## src/rtl/dmem_pkg.sv

```systemverilog
// Shared types and helpers for the data-memory responder.
//   dmem_state_t : responder FSM states
//   dmem_req_t   : request fields latched at acceptance
//   WORD_ALIGN_MASK, mask_bytes() : address alignment and byte-lane masking
package dmem_pkg;

   typedef enum logic [1:0] {
      IDLE,
      MEM_REQ,
      MEM_WAIT,
      RESP
   } dmem_state_t;

   typedef struct packed {
      logic [31:0] addr;
      logic [31:0] wdata;
      logic [3:0]  rmask;
      logic [3:0]  wmask;
      logic        is_write;
   } dmem_req_t;

   localparam logic [31:0] WORD_ALIGN_MASK = 32'hfffffffc;

   // Zero every byte lane of data whose mask bit is clear.
   function automatic logic [31:0] mask_bytes(input logic [31:0] data,
                                              input logic [3:0]  mask);
      logic [31:0] res;
      res = '0;
      for (int i = 0; i < 4; i++) begin
         res[8*i +: 8] = mask[i] ? data[8*i +: 8] : 8'h00;
      end
      return res;
   endfunction

endpackage

```

## src/rtl/dmem_timeout_counter.sv

```systemverilog
// Watchdog counter for the MEM_WAIT phase.
//   clk, rst_n : clock, asynchronous active-low reset
//   clr        : restart the count at zero
//   en         : count this cycle (waiting, no response yet)
//   expire     : high in the last allowed waiting cycle; never high when
//                TIMEOUT_CYCLES is 0. TCNT_W must satisfy 2^TCNT_W > TIMEOUT_CYCLES.
module dmem_timeout_counter #(
   parameter int TIMEOUT_CYCLES = 256,
   parameter int TCNT_W         = 9
) (
   input  logic clk,
   input  logic rst_n,
   input  logic clr,
   input  logic en,
   output logic expire
);

   localparam logic [TCNT_W-1:0] LAST = TCNT_W'(TIMEOUT_CYCLES - 1);

   logic [TCNT_W-1:0] cnt;

   // NOTE: sequential state uses non-blocking assignments so every flop
   // samples the pre-edge values of its inputs.
   always_ff @(posedge clk or negedge rst_n) begin
      if (!rst_n) begin
         cnt <= '0;
      end else if (clr) begin
         cnt <= '0;
      end else if (en) begin
         cnt <= cnt + 1'b1;
      end
   end

   assign expire = (TIMEOUT_CYCLES != 0) && en && (cnt == LAST);

endmodule

```

## src/rtl/dmem_responder.sv

```systemverilog
// Responder for the core's data-memory request interface. A one-cycle
// request pulse is latched, issued as a single word transaction on the
// valid/ready backing port, and answered with a one-cycle dmem_resp.
//   dmem_addr/rmask/wmask/wdata : request pulse from load/store arbitration
//   dmem_rdata/resp/err, busy   : registered completion and status
//   mem_valid/ready/we/addr/wdata/wstrb/resp/rdata : backing-memory port
//   proto_err                   : sticky protocol-violation flag
module dmem_responder
   import dmem_pkg::*;
#(
   parameter int TIMEOUT_CYCLES = 256,
   parameter int TCNT_W         = 9
) (
   input  logic        clk,
   input  logic        rst_n,
   input  logic [31:0] dmem_addr,
   input  logic [3:0]  dmem_rmask,
   input  logic [3:0]  dmem_wmask,
   input  logic [31:0] dmem_wdata,
   output logic [31:0] dmem_rdata,
   output logic        dmem_resp,
   output logic        dmem_err,
   output logic        busy,
   output logic        mem_valid,
   input  logic        mem_ready,
   output logic        mem_we,
   output logic [31:0] mem_addr,
   output logic [31:0] mem_wdata,
   output logic [3:0]  mem_wstrb,
   input  logic        mem_resp,
   input  logic [31:0] mem_rdata,
   output logic        proto_err
);

   dmem_state_t state;
   dmem_req_t   req_q;

   logic req;
   logic tmo_clr;
   logic tmo_en;
   logic tmo_expire;

   assign req     = (|dmem_rmask) || (|dmem_wmask);
   assign tmo_clr = (state == MEM_REQ) && mem_ready;
   assign tmo_en  = (state == MEM_WAIT) && !mem_resp;

   dmem_timeout_counter #(
      .TIMEOUT_CYCLES (TIMEOUT_CYCLES),
      .TCNT_W         (TCNT_W)
   ) u_timeout (
      .clk    (clk),
      .rst_n  (rst_n),
      .clr    (tmo_clr),
      .en     (tmo_en),
      .expire (tmo_expire)
   );

   // The backing port is driven straight from the latched request, so it
   // stays stable for as long as mem_valid waits on mem_ready.
   assign mem_we    = req_q.is_write;
   assign mem_addr  = req_q.addr;
   assign mem_wdata = req_q.wdata;
   assign mem_wstrb = req_q.is_write ? req_q.wmask : 4'h0;

   always_ff @(posedge clk or negedge rst_n) begin
      if (!rst_n) begin
         // NOTE: the latched request is reset too, because mem_addr,
         // mem_wdata and mem_wstrb are observable and must read zero in reset.
         state      <= IDLE;
         req_q      <= '0;
         dmem_rdata <= '0;
         dmem_resp  <= 1'b0;
         dmem_err   <= 1'b0;
         busy       <= 1'b0;
         mem_valid  <= 1'b0;
         proto_err  <= 1'b0;
      end else begin
         // dmem_resp/dmem_err are one-cycle pulses unless re-asserted below.
         dmem_resp <= 1'b0;
         dmem_err  <= 1'b0;

         // A request while busy is dropped; a backing response outside
         // MEM_WAIT (e.g. left over from an abandoned transaction) is ignored.
         if ((req && state != IDLE) || (mem_resp && state != MEM_WAIT)) begin
            proto_err <= 1'b1;
         end

         case (state)
            IDLE: begin
               if (req) begin
                  req_q <= '{addr:     dmem_addr & WORD_ALIGN_MASK,
                             wdata:    dmem_wdata,
                             rmask:    dmem_rmask,
                             wmask:    dmem_wmask,
                             is_write: |dmem_wmask};
                  // Both masks set: executed as a write, flagged as misuse.
                  if ((|dmem_rmask) && (|dmem_wmask)) begin
                     proto_err <= 1'b1;
                  end
                  mem_valid <= 1'b1;
                  busy      <= 1'b1;
                  state     <= MEM_REQ;
               end
            end

            MEM_REQ: begin
               if (mem_ready) begin
                  mem_valid <= 1'b0;
                  state     <= MEM_WAIT;
               end
            end

            MEM_WAIT: begin
               if (mem_resp) begin
                  dmem_rdata <= mask_bytes(mem_rdata,
                                           req_q.is_write ? 4'h0 : req_q.rmask);
                  dmem_resp  <= 1'b1;
                  state      <= RESP;
               end else if (tmo_expire) begin
                  dmem_rdata <= '0;
                  dmem_resp  <= 1'b1;
                  dmem_err   <= 1'b1;
                  state      <= RESP;
               end
            end

            RESP: begin
               busy  <= 1'b0;
               state <= IDLE;
            end

            default: begin
               state <= IDLE;
            end
         endcase
      end
   end

endmodule

```

## config.mk

```make
export PLATFORM = sky130hd
export DESIGN_NAME = dmem_responder
export DESIGN_NICKNAME = d
export VERILOG_FILES = /design/src/rtl/dmem_pkg.sv /design/src/rtl/dmem_timeout_counter.sv /design/src/rtl/dmem_responder.sv
export SDC_FILE = /design/constraint.sdc
export NUM_CORES = 1
export LEC_CHECK = 0
export BUFFER_PORTS_ARGS = -buffer_cell sky130_fd_sc_hd__buf_4
export CORE_MARGIN = 2
export CORE_UTILIZATION = 53
export DETAILED_ROUTE_END_ITERATION = 10
export PLACE_DENSITY_LB_ADDON = 0.08
export SETUP_SLACK_MARGIN = 0.4
export SYNTH_ARGS = -nofsm -noshare
export SYNTH_HDL_FRONTEND = slang
export SYNTH_SLANG_ARGS = --single-unit
```

## constraint.sdc

```tcl
create_clock -name clk -period 5.1 [get_ports clk]
set_input_delay 0.51 -clock clk [delete_from_list [all_inputs] [get_ports clk]]
set_output_delay 0.51 -clock clk [all_outputs]
set_load 0.05 [all_outputs]
```

### Word level (Yosys, flattened, before mapping)

Cells that the tools add are included.

* mux-type cells: 28
* $add $sub $neg: 1
* reductions and logical operators: 22
* equality and inequality tests: 8

Operators by type and width (count)
* 2-to-1 mux 32 bit: 2
* 2-to-1 mux 8 bit: 4
* 2-to-1 mux 9 bit: 2
* 2-to-1 mux 1 bit: 11
* nonzero test 2 bit: 5
* adder 9 x 1 -> 9 bit (second input constant): 1
* equality test 9 x 8 -> 1 bit (second input constant): 1
* 2-to-1 mux 2 bit: 4
* 2-to-1 mux 4 bit: 2
* case mux 2 bit (4 select lines): 1
* OR reduction 4 bit: 2
* logical AND 1 bit: 6
* inequality test 2 bit (second input constant): 3
* AND reduction 2 bit: 3
* AND reduction 3 bit: 2
* equality test 2 bit (second input constant): 2
* case mux 1 bit (2 select lines): 2
* inequality test 3 bit (second input constant): 1
* equality test 2 x 1 -> 1 bit (second input constant): 1
* zero test 2 bit: 1
* logical OR 1 bit: 2
* zero test 1 bit: 1

* output and inout bits: 106
* input bits: 108
* logic and storage cells: 72
* flip-flop bits (word level): 119

### Depth between registers and ports, before layout

Gate-level depths: netlist of run 1.

* depth after elaboration: 8
* gate-level depth with buffers: 7
* depth with buffers taken out: 7

### Cells and area by module

Synthesis of run 1 repeated with hierarchy kept, for this count alone.

* cell total of the unflattened synthesis: 398
* area total of the unflattened synthesis: 5481.5 sq um

By module, submodules not included
* dmem_responder: sequential area each 2752.6 sq um, cells each 353, instances 1, area an instance 5034.8 sq um
* dmem_timeout_counter: sequential area each 225.2 sq um, cells each 45, instances 1, area an instance 446.7 sq um

### Worst setup path before layout of run 1

No wires, ideal clock.

* kind: input-to-reg
* start point: input dmem_rmask[1]
* end point: register req_q, in the netlist mem_addr[10]
* setup time: 125 ps
* path buffers: 1
* arrival: 1938 ps
* slack: 3037 ps
* data required time: 4975 ps
* cell stages on the path: 4
* cells stage by stage: or4_4 > o21ai_4 > buf_8 > mux2_4

* longest elaborated chain between the ends: 3

RTL lines
* start: declaration: RTL line dmem_responder.sv:17 `input logic [3:0] dmem_rmask,`
* OR reduction 4 bit: RTL line dmem_responder.sv:43 `assign req = (|dmem_rmask) || (|dmem_wmask);`
* logical OR 1 bit: RTL line dmem_responder.sv:43
* AND reduction 2 bit (no line)
* end signal: assignment: RTL line dmem_responder.sv:91 `req_q <= '{addr: dmem_addr & WORD_ALIGN_MASK,`
* end: declaration: RTL line dmem_responder.sv:36 `dmem_req_t req_q;`

Every way passes these cells.
A chain may end at the register's enable or synchronous reset.

### Worst setup path in the final report of run 1

* start point: register u_timeout.cnt[0]
* end point: register dmem_rdata[19]

* longest elaborated chain between the ends: 4

RTL lines
* start: declaration: RTL line dmem_timeout_counter.sv:20 `logic [TCNT_W-1:0] cnt;`
* start signal: assignment: RTL line dmem_timeout_counter.sv:30 `cnt <= cnt + 1'b1;`
* equality test 9 x 8 -> 1 bit: RTL line dmem_timeout_counter.sv:34 `assign expire = (TIMEOUT_CYCLES != 0) && en && (cnt == LAST);`
* logical AND 1 bit: RTL line dmem_timeout_counter.sv:34
* nonzero test 2 bit (no line)
* AND reduction 2 bit (no line)
* end signal: assignment: RTL line dmem_responder.sv:115 `dmem_rdata <= mask_bytes(mem_rdata,`
* end: declaration: RTL line dmem_responder.sv:20 `output logic [31:0] dmem_rdata,`

Every way passes these cells.

==> summary.txt, run 1 <==
Status
  – Status: finished, final reports clean

Floorplan
  – # rows: 36
  – Number of top-level pins: 214
  – Full die area: 11080 µm²
  – Die Ht: 105.3 µm
  – Starting density of the core: 55.09%
  – Core area: 9864 µm²
  – Die Wd: 105.3 µm

Synthesis
  – Synth cell types: 36
  – Sequential share of the synthesized area: 54.80%
  – Mapped Area: 5434 µm²
  – Count leader, synth: dfrtp_1
  – Largest cells by area after synthesis: dfrtp_1 55%, mux2_4 17%, buf_4 8.8%, a22o_1 5.0%, nand2_1 2.1%
  – Number of synthesized flops with an enable pin: 0
  – Async set-reset flop share out of synthesis: 100.0%
  – FF+latch count, synth: 119
  – Cell taking the most area after synthesis: dfrtp_1
  – Mapped Cells: 403
  – Yosys top cell area share: 54.80%
  – YS warnings: 0
  – Most used DFF post-synth: dfrtp_1
  – Average cell area after synthesis: 13.48 µm²
  – Post-synth top cells: 119 x dfrtp_1, 64 x buf_4, 60 x mux2_4, 31 x a22o_1, 30 x nand2_1

CTS
  – CTS clock-pin slew for the worst setup and hold paths: 60 ps
  – Maximum root-to-sink buffer count: 2
  – CTS tree: yes
  – Clock sinks: 119
  – Hold Buf Count CTS: 0
  – Root buffer cell: clkbuf_8
  – CTS Buf Count: 17
  – Post_cts resized: 0
  – Postcts setup bufs: 0
  – Clock Latency Late Sink: 520 ps
  – Htree depth: 4

STA
  – Setup_tns: 0 ps
  – Period utilization: 43.66%
  – Final hold slack: 128.2 ps
  – Hold Fails Final Rpt: 0
  – Rel. slew slack: 37.09%
  – RSZ-0062 raised after global routing: no
  – Final Setup Violations: 0
  – Fmax: 0.4491 GHz
  – Min Tclk post-route: 2226 ps
  – Clk_skew: 7.964 ps
  – Worst Max-Slew Pin Slew: 943.6 ps
  – Final Max Tran Viols: 0

Setup path
  – R2R cell count: 7
  – Critical R2R Capture: dmem_rdata[19]
  – Critical Path RT: 5550 ps
  – CP Max Fanout: 17
  – CP Class: flip-flop to flip-flop
  – CP Capture Type: flip-flop
  – Worst r2r src: u_timeout.cnt[0]
  – Startpoint types: flip-flop
  – R2R Setup Slk: 2870 ps
  – CP arrival: 2680 ps

Placement
  – Routability Congestion: 0.8170
  – Post-DP HPWL: 8497 µm
  – Port Buf Inserts: 209

Power and ir drop
  – Leakage: 3.734 nW
  – Pwr Density: 841.9 nW/µm²
  – Peak supply drop: 0.3844 mV
  – Total chip power: 6.018 mW

Detailed routing
  – Vias: 3487
  – Final WL: 11960 µm
  – DRT iter0 DRCs: 165
  – Remaining DRCs: 0
  – ANT nets after route: 0
  – Detailed-router iteration count before antenna repair: 4
  – WL/cell: 17.11 µm
  – Via-per-instance ratio: 4.989

Cells and area
  – Core Util, Final: 72.46%
  – Layout cell share with drive strength beyond 1: 54.24%
  – Ant. Diodes: 0
  – Final-stage net count: 670
  – Area grow syn2layout: 31.55%

Global route
  – Pin count of the biggest net entering global routing: 78
  – First-pass GRT wire length: 19330 µm
  – GRT overflow: 0
  – Vias in the first global route: 3638
  – Initial antenna violation count: 0
  – Gr usage total: 22.80%

Hold path
  – Min-delay worst type: input port to asynchronous set/reset pin

Run
  – Max Cap Viol: 0
area by class of cell:
class / instances / area [µm²]
clock buffer: 21 / 459.2
clock inverter: 9 / 101.3
fill: 694 / 2716
inverter: 6 / 22.52
multi-input combinational: 198 / 1822
sequential: 119 / 2978
tap: 133 / 166.4
timing repair buffer: 213 / 1599
through the flow:
stage | instances | instance area [µm²] | setup WS (ps)
finish | 699 | 7148 | 2874
global placement | 669 | 6588 | 2708
detailed placement | 669 | 6588 | 2672
CTS | 699 | 7148 | 2828
global route | 699 | 7148 | 2648
floorplan | 404 | 5438 | 3037
cells by family (layout without fill, tap and decap cells):
| group | count (synthesis) | after routing | synth area share, % |
|---|---|---|---|
| multiplexers | 63 | 63 | 17.20 |
| buffers and inverters | 87 | 249 | 11.81 |
| flip-flops | 119 | 119 | 54.80 |
| XOR/XNOR | 6 | 6 | 0.9673 |
| AND/OR/NAND/NOR | 74 | 74 | 6.723 |
| AO/OA/AOI/OAI | 46 | 46 | 6.815 |
| adder cells (fa/ha/maj) | 7 | 7 | 1.612 |
| other | 1 | 2 | 0.06901 |
routing by layer:
metal / track usage [%] / vias to the layer above / part of all wire (%)
met5: 0 / - / 0
met4: 9.429 / 0 / 2.2
met3: 7.916 / 22 / 6.7
met2: 34.65 / 141 / 48
met1: 29.90 / 1701 / 43
li1: - / 1623 / -
where the power goes:
part,switching (mW),internal [mW],total [mW]
Combinational,2.04,1.22,3.26
Sequential,0.257,1.38,1.64
Clock,0.400,0.723,1.12
Total,2.69,3.32,6.02
critical path, cell delays in order (launching register included):
cell,delay (ps)
dfrtp_1,400
ha_1,250
nand3_1,90
nor2_1,50
ha_1,210
o21ai_2,600
buf_4,360
a22o_1,180
placed cells by master (no fill, tap or decap), types with 4 or more instances in the layout:
cell type / n
nand2_1: 30
clkbuf_8: 4
ha_1: 7
inv_1: 6
and2_1: 9
clkinv_2: 5
o21ai_0: 5
dfrtp_1: 119
a22o_1: 31
nor3_1: 5
clkbuf_16: 16
mux2_4: 60
a21oi_1: 5
buf_4: 213
nor2b_1: 4
nor2_1: 11
worst max path at each step:
| stage | cells past startpoint | from | slack, ps | end |
|---|---|---|---|---|
| after floorplan | 4 | dmem_rmask[1] | 3040 | mem_addr[10] |
| after global placement | 5 | dmem_rmask[1] | 2710 | mem_wdata[31] |
| after detailed placement | 5 | dmem_rmask[1] | 2670 | mem_wdata[6] |
| after CTS | 7 | u_timeout.cnt[0] | 2830 | dmem_rdata[19] |
| after global routing | 7 | u_timeout.cnt[0] | 2650 | dmem_rdata[19] |
| final | 7 | u_timeout.cnt[0] | 2870 | dmem_rdata[19] |
sequential cells by signal, summed over array words and instances (netlist names):
name,count
dmem_resp,1
dmem_err,1
proto_err,1
busy,1
state,2
mem_we,1
mem_wdata,32
mem_valid,1
u_timeout.cnt,9
req_q,8
dmem_rdata,32
mem_addr,30
(Power assumes the default switching activity.)
==> run 2, diff against run 1 <==
--- a/config.mk
+++ b/config.mk
@@ -7,7 +7,7 @@
 export LEC_CHECK = 0
 export BUFFER_PORTS_ARGS = -buffer_cell sky130_fd_sc_hd__buf_4
 export CORE_MARGIN = 2
-export CORE_UTILIZATION = 53
+export CORE_UTILIZATION = 44
 export DETAILED_ROUTE_END_ITERATION = 10
 export PLACE_DENSITY_LB_ADDON = 0.08
 export SETUP_SLACK_MARGIN = 0.4
==> constraint.sdc (replaced) <==
create_clock -name clk -period 1.85 [get_ports clk]
set_input_delay 0.185 -clock clk [delete_from_list [all_inputs] [get_ports clk]]
set_output_delay 0.185 -clock clk [all_outputs]
set_load 0.05 [all_outputs]
==> summary.txt, run 2 (synthesis gave the netlist of run 1 again) <==
Status
  – Status: finished, final reports clean

Detailed routing
  – DRT iter0 DRCs: 235 (+42%)
  – WL/cell: 17.83 µm (+4.2%)
  – Via-per-instance ratio: 4.781 (-4.2%)
  – Remaining DRCs: 0 (unchanged)
  – ANT nets after route: 0 (unchanged)
  – Detailed-router iteration count before antenna repair: 4 (unchanged)
  – Vias: 3791 (+8.7%)
  – Final WL: 14140 µm (+18%)

Cells and area
  – Final instance area: 8394 µm² (+17%)
  – Layout cell share with drive strength beyond 1: 60.37% (+6.1 points)
  – Commonest non-fill, non-tap cell in the layout: buf_4
  – Ant. Diodes: 0 (unchanged)
  – Most frequent cells in the layout: 237 x buf_4, 118 x dfrtp_1, 63 x mux2_4
  – Final-stage net count: 749 (+12%)
  – Area grow syn2layout: 54.48%
  – # fillers: 876 (+26%)

Power and ir drop
  – Clk pwr share: 18.0% (-0.7 points)
  – Switching pwr: 8.052 mW (+200%)
  – Combinational Power Share: 57.7% (+3.6 points)
  – Peak supply drop: 1.257 mV (+230%)
  – Leakage: 4.323 nW (+16%)
  – Pint: 10.79 mW (+220%)
  – Pwr Density: 2244 nW/µm² (+170%)
  – Reg power frac: 24.3% (-2.9 points)
  – Switching Fraction: 42.74% (-2.0 points)

STA
  – Final Setup Violations: 0 (unchanged)
  – Hold Fails Final Rpt: 0 (unchanged)
  – Min Tclk post-route: 1633 ps (-593.8 ps)
  – Final Max Tran Viols: 0 (unchanged)
  – Clk_skew: 10.70 ps (+2.734 ps)
  – Final hold slack: 4.229 ps (-123.9 ps)
  – Period utilization: 88.26% (+45 points)
  – RSZ-0062 raised after global routing: yes
  – Fmax: 0.6125 GHz (+36%)

CTS
  – CTS clock-pin slew for the worst setup and hold paths: 60 ps (about the same)
  – Clock sinks: 119 (unchanged)
  – CTS Buf Count: 17 (unchanged)
  – Clock Latency Late Sink: 410 ps (-110 ps)
  – Maximum root-to-sink buffer count: 2 (unchanged)
  – Root buffer cell: clkbuf_16
  – CTS tree: yes
  – Htree depth: 4 (unchanged)

Global route
  – Initial antenna violation count: 0 (unchanged)
  – First-pass GRT wire length: 20420 µm (+5.6%)
  – Vias in the first global route: 3960 (+8.9%)
  – Pin count of the biggest net entering global routing: 51 (-35%)
  – Gr usage total: 20.15% (-2.7 points)
  – GRT overflow: 0 (unchanged)

Run
  – Max Cap Viol: 0 (unchanged)

Hold path
  – Min-delay worst type: input port to flip-flop
  – Hold Crit Depth: 3

Floorplan
  – Starting density of the core: 45.24% (-9.8 points)
  – Number of top-level pins: 214 (unchanged)
  – Die Ht: 115.1 µm (+9.4%)
  – Die Wd: 115.1 µm (+9.4%)
  – # rows: 40 (+11%)
  – Full die area: 13250 µm² (+20%)
  – Core area: 12010 µm² (+22%)

Setup path
  – Crit-path slowest cell: dfrtp_1
  – CP peak stage delay: 420 ps (-180 ps)
  – Crit-path cells: ha_4 -> nand3_2 -> nor2_4 -> ha_4 -> buf_4 -> o21ai_4 -> buf_12 -> a22o_1
  – CP Max Fanout: 24 (+7)
  – CP dominant cell by count: ha_4
  – Startpoint types: flip-flop
  – CP Class: flip-flop to flip-flop
  – CP Capture Type: flip-flop
  – Critical Path RT: 2190 ps (-3360 ps)
  – CP arrival: 1970 ps (-710 ps)
  – R2R cell count: 8 (+1)

Placement
  – Post-DP HPWL: 8736 µm (+2.8%)
  – Port Buf Inserts: 209 (unchanged)
  – Routability Congestion: 0.7677 (-6.0%)
  – Placed cell area: 6784 µm² (+3.0%)
==> run 2: changes by cell type in the layout (fill, tap and decap cells not counted), moves of 5 or more <==
cell / change
dlygate4sd3_1: +33
buf_4: +24
nand2_1: -13
clkbuf_16: +8
nand2_2: +8
buf_12: +7
nand2_4: +5
==> run 2: metal layers <==
layer	GRT usage [%]	vias to the layer above	share of wire, %	wire [µm]
li1	-	1792	-	-
met1	26.21	1869	43	6138
met2	33.61	122	51	7213
met3	5.061	8	4.8	674
met4	5.703	0	0.80	113
met5	0	-	0	0
==> run 2: layout make-up <==
| cell class | count | area, µm² | area share [%] |
|---|---|---|---|
| Clock inverter | 10 | 152.6 | 1.818 |
| Multi-Input combinational cell | 198 | 2038 | 24.28 |
| Inverter | 6 | 22.52 | 0.2683 |
| Sequential cell | 119 | 2979 | 35.49 |
| Tap cell | 147 | 183.9 | 2.191 |
| Timing Repair Buffer | 292 | 2567 | 30.59 |
| Clock buffer | 21 | 450.4 | 5.366 |
==> run 2: timing repair <==
action                                  in CTS  in global routing
hold endpoints to repair                    55                  6
cloned                                       3                  8
pin swaps                                    7                  5
endpoints found under the setup margin     110                116
hold buffers                                27                  6
resized for setup                           13                 41
setup buffers                               11                 14
==> run 2: stage by stage <==
step	setup TNS, ps	cells	setup slack, ps	power [mW]	utilization [%]
after floorplan	0	404	122.3	12.33	-
after global placement	0	693	3.997	13.73	56.48
after detailed placement	-84.62	693	-10.55	13.83	56.48
after CTS	0	765	212.5	17.86	65.64
after global routing	0	793	161.1	19.63	69.89
final	0	793	217.3	18.84	69.89
==> run 2: final timing paths <==
check / from / endpoint / slack, ps
worst max-delay path: u_timeout.cnt[0] / dmem_rdata[6] / 220
worst min-delay path: dmem_rmask[1] / req_q[6] / 4
min in group asynchronous: rst_n / mem_wdata[1] / 260
max in group asynchronous: rst_n / mem_wdata[29] / 950
worst min register to register: req_q[1] / req_q[1] / 480
worst max register to register: u_timeout.cnt[0] / dmem_rdata[6] / 220
==> run 2: power by group through the flow <==
stage          logic [mW]  clock network, mW  registers (mW)
3_5_place_dp         9.28                  0            4.55
4_1_cts              9.90               3.43            4.52
3_3_place_gp         9.23                  0            4.50
6_report             10.9               3.39            4.58
5_1_grt              11.3               3.59            4.71
2_1_floorplan        6.76                  0            5.57
==> run 2: worst max-delay path, delay by kind of cell (launching register included) <==
kind | cells | cell delay, ps
flops | 1 | 420
fa+ha+maj | 2 | 350
buf+inv | 2 | 340
compound gates | 2 | 330
simple gates | 2 | 120
==> run 3, diff against run 2 <==
--- a/config.mk
+++ b/config.mk
@@ -10,7 +10,7 @@
 export CORE_UTILIZATION = 44
 export DETAILED_ROUTE_END_ITERATION = 10
 export PLACE_DENSITY_LB_ADDON = 0.08
-export SETUP_SLACK_MARGIN = 0.4
+export SETUP_SLACK_MARGIN = 0.05
 export SYNTH_ARGS = -nofsm -noshare
 export SYNTH_HDL_FRONTEND = slang
 export SYNTH_SLANG_ARGS = --single-unit
==> summary.txt, run 3 (synthesis gave the netlist of run 1 again) <==
Status
  – Status: finished, final reports clean

STA
  – Fmax: 0.5896 GHz (-3.7%)
  – Final Max Tran Viols: 0 (unchanged)
  – Final hold slack: 17.02 ps (+12.80 ps)
  – Hold Fails Final Rpt: 0 (unchanged)
  – Period utilization: 91.68% (+3.4 points)
  – Worst Max-Slew Pin Slew: 540.4 ps
  – Clk_skew: 9.217 ps (-1.480 ps)
  – Rel. slew slack: 63.97%
  – RSZ-0062 raised after global routing: yes
  – Min Tclk post-route: 1696 ps (+63.31 ps)
  – Final Setup Violations: 0 (unchanged)

Power and ir drop
  – Total chip power: 17.74 mW (-5.9%)
  – Reg power frac: 25.7% (+1.4 points)
  – Leakage: 4.278 nW (-1.0%)
  – Peak supply drop: 1.150 mV (-8.5%)
  – Switching pwr: 7.677 mW (-4.7%)
  – Pwr Density: 2097 nW/µm² (-6.6%)
  – Clk pwr share: 21.0% (+3.0 points)
  – Pint: 10.06 mW (-6.8%)
  – Switching Fraction: 43.29% (+0.55 points)
  – Combinational Power Share: 53.3% (-4.4 points)

Cells and area
  – Area of all sequential standard cells: 2978 µm² (about the same)
  – Ant. Diodes: 0 (unchanged)
  – Area of the multi-input gates: 1861 µm² (-8.7%)
  – # fillers: 853 (-2.6%)
  – Most frequent cells in the layout: 224 x buf_4, 119 x dfrtp_1, 96 x dlygate4sd3_1
  – Post-route insts no fill: 827 (+4.3%)
  – Commonest non-fill, non-tap cell in the layout: buf_4
  – Final-stage net count: 782 (+4.4%)
  – Layout cell share with drive strength beyond 1: 49.12% (-11 points)
  – Core Util, Final: 70.41% (+0.52 points)
  – Area grow syn2layout: 55.63%

Setup path
  – R2R cell count: 6 (-2)
  – CP Max Fanout: 5 (-79%)
  – CP arrival: 1990 ps (+20 ps)
  – CP Capture Type: flip-flop
  – Critical Path RT: 2140 ps (-50 ps)
  – CP Class: flip-flop to flip-flop
  – Startpoint types: flip-flop

CTS
  – CTS Buf Count: 17 (unchanged)
  – Clock Latency Late Sink: 410 ps (about the same)
  – Htree depth: 4 (unchanged)
  – Root buffer cell: clkbuf_16
  – Clock sinks: 119 (unchanged)
  – CTS clock-pin slew for the worst setup and hold paths: 50 ps (about the same)
  – CTS tree: yes
  – Maximum root-to-sink buffer count: 2 (unchanged)

Floorplan
  – # rows: 40 (unchanged)
  – Full die area: 13250 µm² (unchanged)
  – Number of top-level pins: 214 (unchanged)
  – Core area: 12010 µm² (unchanged)
  – Die Ht: 115.1 µm (unchanged)
  – Die Wd: 115.1 µm (unchanged)
  – Starting density of the core: 45.24% (unchanged)

Placement
  – Routability Congestion: 0.7697 (+0.26%)
  – Port Buf Inserts: 209 (unchanged)
  – Placed Cells: 698 (+0.72%)
  – Post-DP HPWL: 8757 µm (+0.24%)

Detailed routing
  – ANT nets after route: 0 (unchanged)
  – WL/cell: 16.65 µm (-6.6%)
  – Via-per-instance ratio: 4.765 (-0.32%)
  – DRT iter0 DRCs: 201 (-14%)
  – Final WL: 13770 µm (-2.6%)
  – Vias: 3941 (+4.0%)
  – Detailed-router iteration count before antenna repair: 4 (unchanged)
  – Remaining DRCs: 0 (unchanged)

Global route
  – Vias in the first global route: 4179 (+5.5%)
  – GRT busiest layer: met2
  – Initial antenna violation count: 0 (unchanged)
  – Gr usage total: 21.42% (+1.3 points)
  – Pin count of the biggest net entering global routing: 40 (-22%)
  – Met3 Use GR: 6.958% (+1.9 points)
  – First-pass GRT wire length: 21560 µm (+5.6%)
  – Met1 Use GR: 25.31% (-0.90 points)
  – GRT overflow: 0 (unchanged)
  – Met2 usage: 36.27% (+2.7 points)

Hold path
  – Hold Crit Depth: 2 (-1)
  – Min-delay worst type: input port to flip-flop

Run
  – Max Cap Viol: 0 (unchanged)
-- run 3: cell count changes in the layout (fill, tap and decap cells not counted), moves of 4 or more --
cell,before,now
buf_4,237,224
buf_6,4,0
clkbuf_16,24,17
dlygate4sd3_1,33,96
nand2_1,17,30
nand2_2,8,0
nand2_4,5,0
-- run 3: power groups by stage --
stage                     Combinational, mW  Clock [mW]  Sequential [mW]
after detailed placement               9.23           0             4.54
after floorplan                        6.61           0             5.55
final                                  9.46        3.72             4.56
after global routing                   9.85        3.91             4.71
after global placement                 9.17           0             4.48
after CTS                              9.43        3.78             4.52
-- run 3: area by class of cell --
type                            instances  area share [%]
Multi-Input combinational cell        198           22.00
Clock inverter                         13           2.678
Sequential cell                       119           35.21
Inverter                                6          0.2663
Timing Repair Buffer                  325           32.43
Clock buffer                           19           5.237
Tap cell                              147           2.175
-- run 3: critical path, cell delays in order, from the launching register on --
cell,delay [ps]
dfrtp_1,430
inv_1,130
ha_2,240
inv_1,110
nor3_2,300
nor3_2,100
mux2_2,270
-- run 3: what timing repair did --
item / in CTS / in global routing
gates resized for setup: 4 / 6
hold endpoints to repair: 130 / 1
pin swaps: 0 / 3
endpoints found under the setup margin: 3 / 23
setup buffers: 0 / 1
hold buffers: 95 / 1
-- run 3: stage by stage --
stage / area [µm²] / TNS, ps / worst slack, ps
5_1_grt: 8457 / 0 / 23.42
6_report: 8457 / 0 / 154.0
4_1_cts: 8418 / 0 / 53.68
2_1_floorplan: 5438 / 0 / 98.08
3_3_place_gp: 6788 / -61.15 / -10.20
3_5_place_dp: 6788 / -428.6 / -30.94
-- run 3: worst paths after layout --
check	from	endpoint	slack, ps
max in group asynchronous	rst_n	dmem_rdata[16]	850
max	state[1]	state[1]	150
min	dmem_wdata[28]	mem_wdata[28]	20
max reg2reg	state[1]	state[1]	150
min reg2reg	req_q[6]	req_q[6]	470
min in group asynchronous	rst_n	mem_addr[22]	290
-- run 3: routing by layer --
| layer | routed length (µm) | vias to the layer above |
|---|---|---|
| met5 | 0 | - |
| met4 | 251 | 0 |
| met3 | 841 | 21 |
| met2 | 7043 | 134 |
| met1 | 5630 | 1941 |
| li1 | - | 1845 |
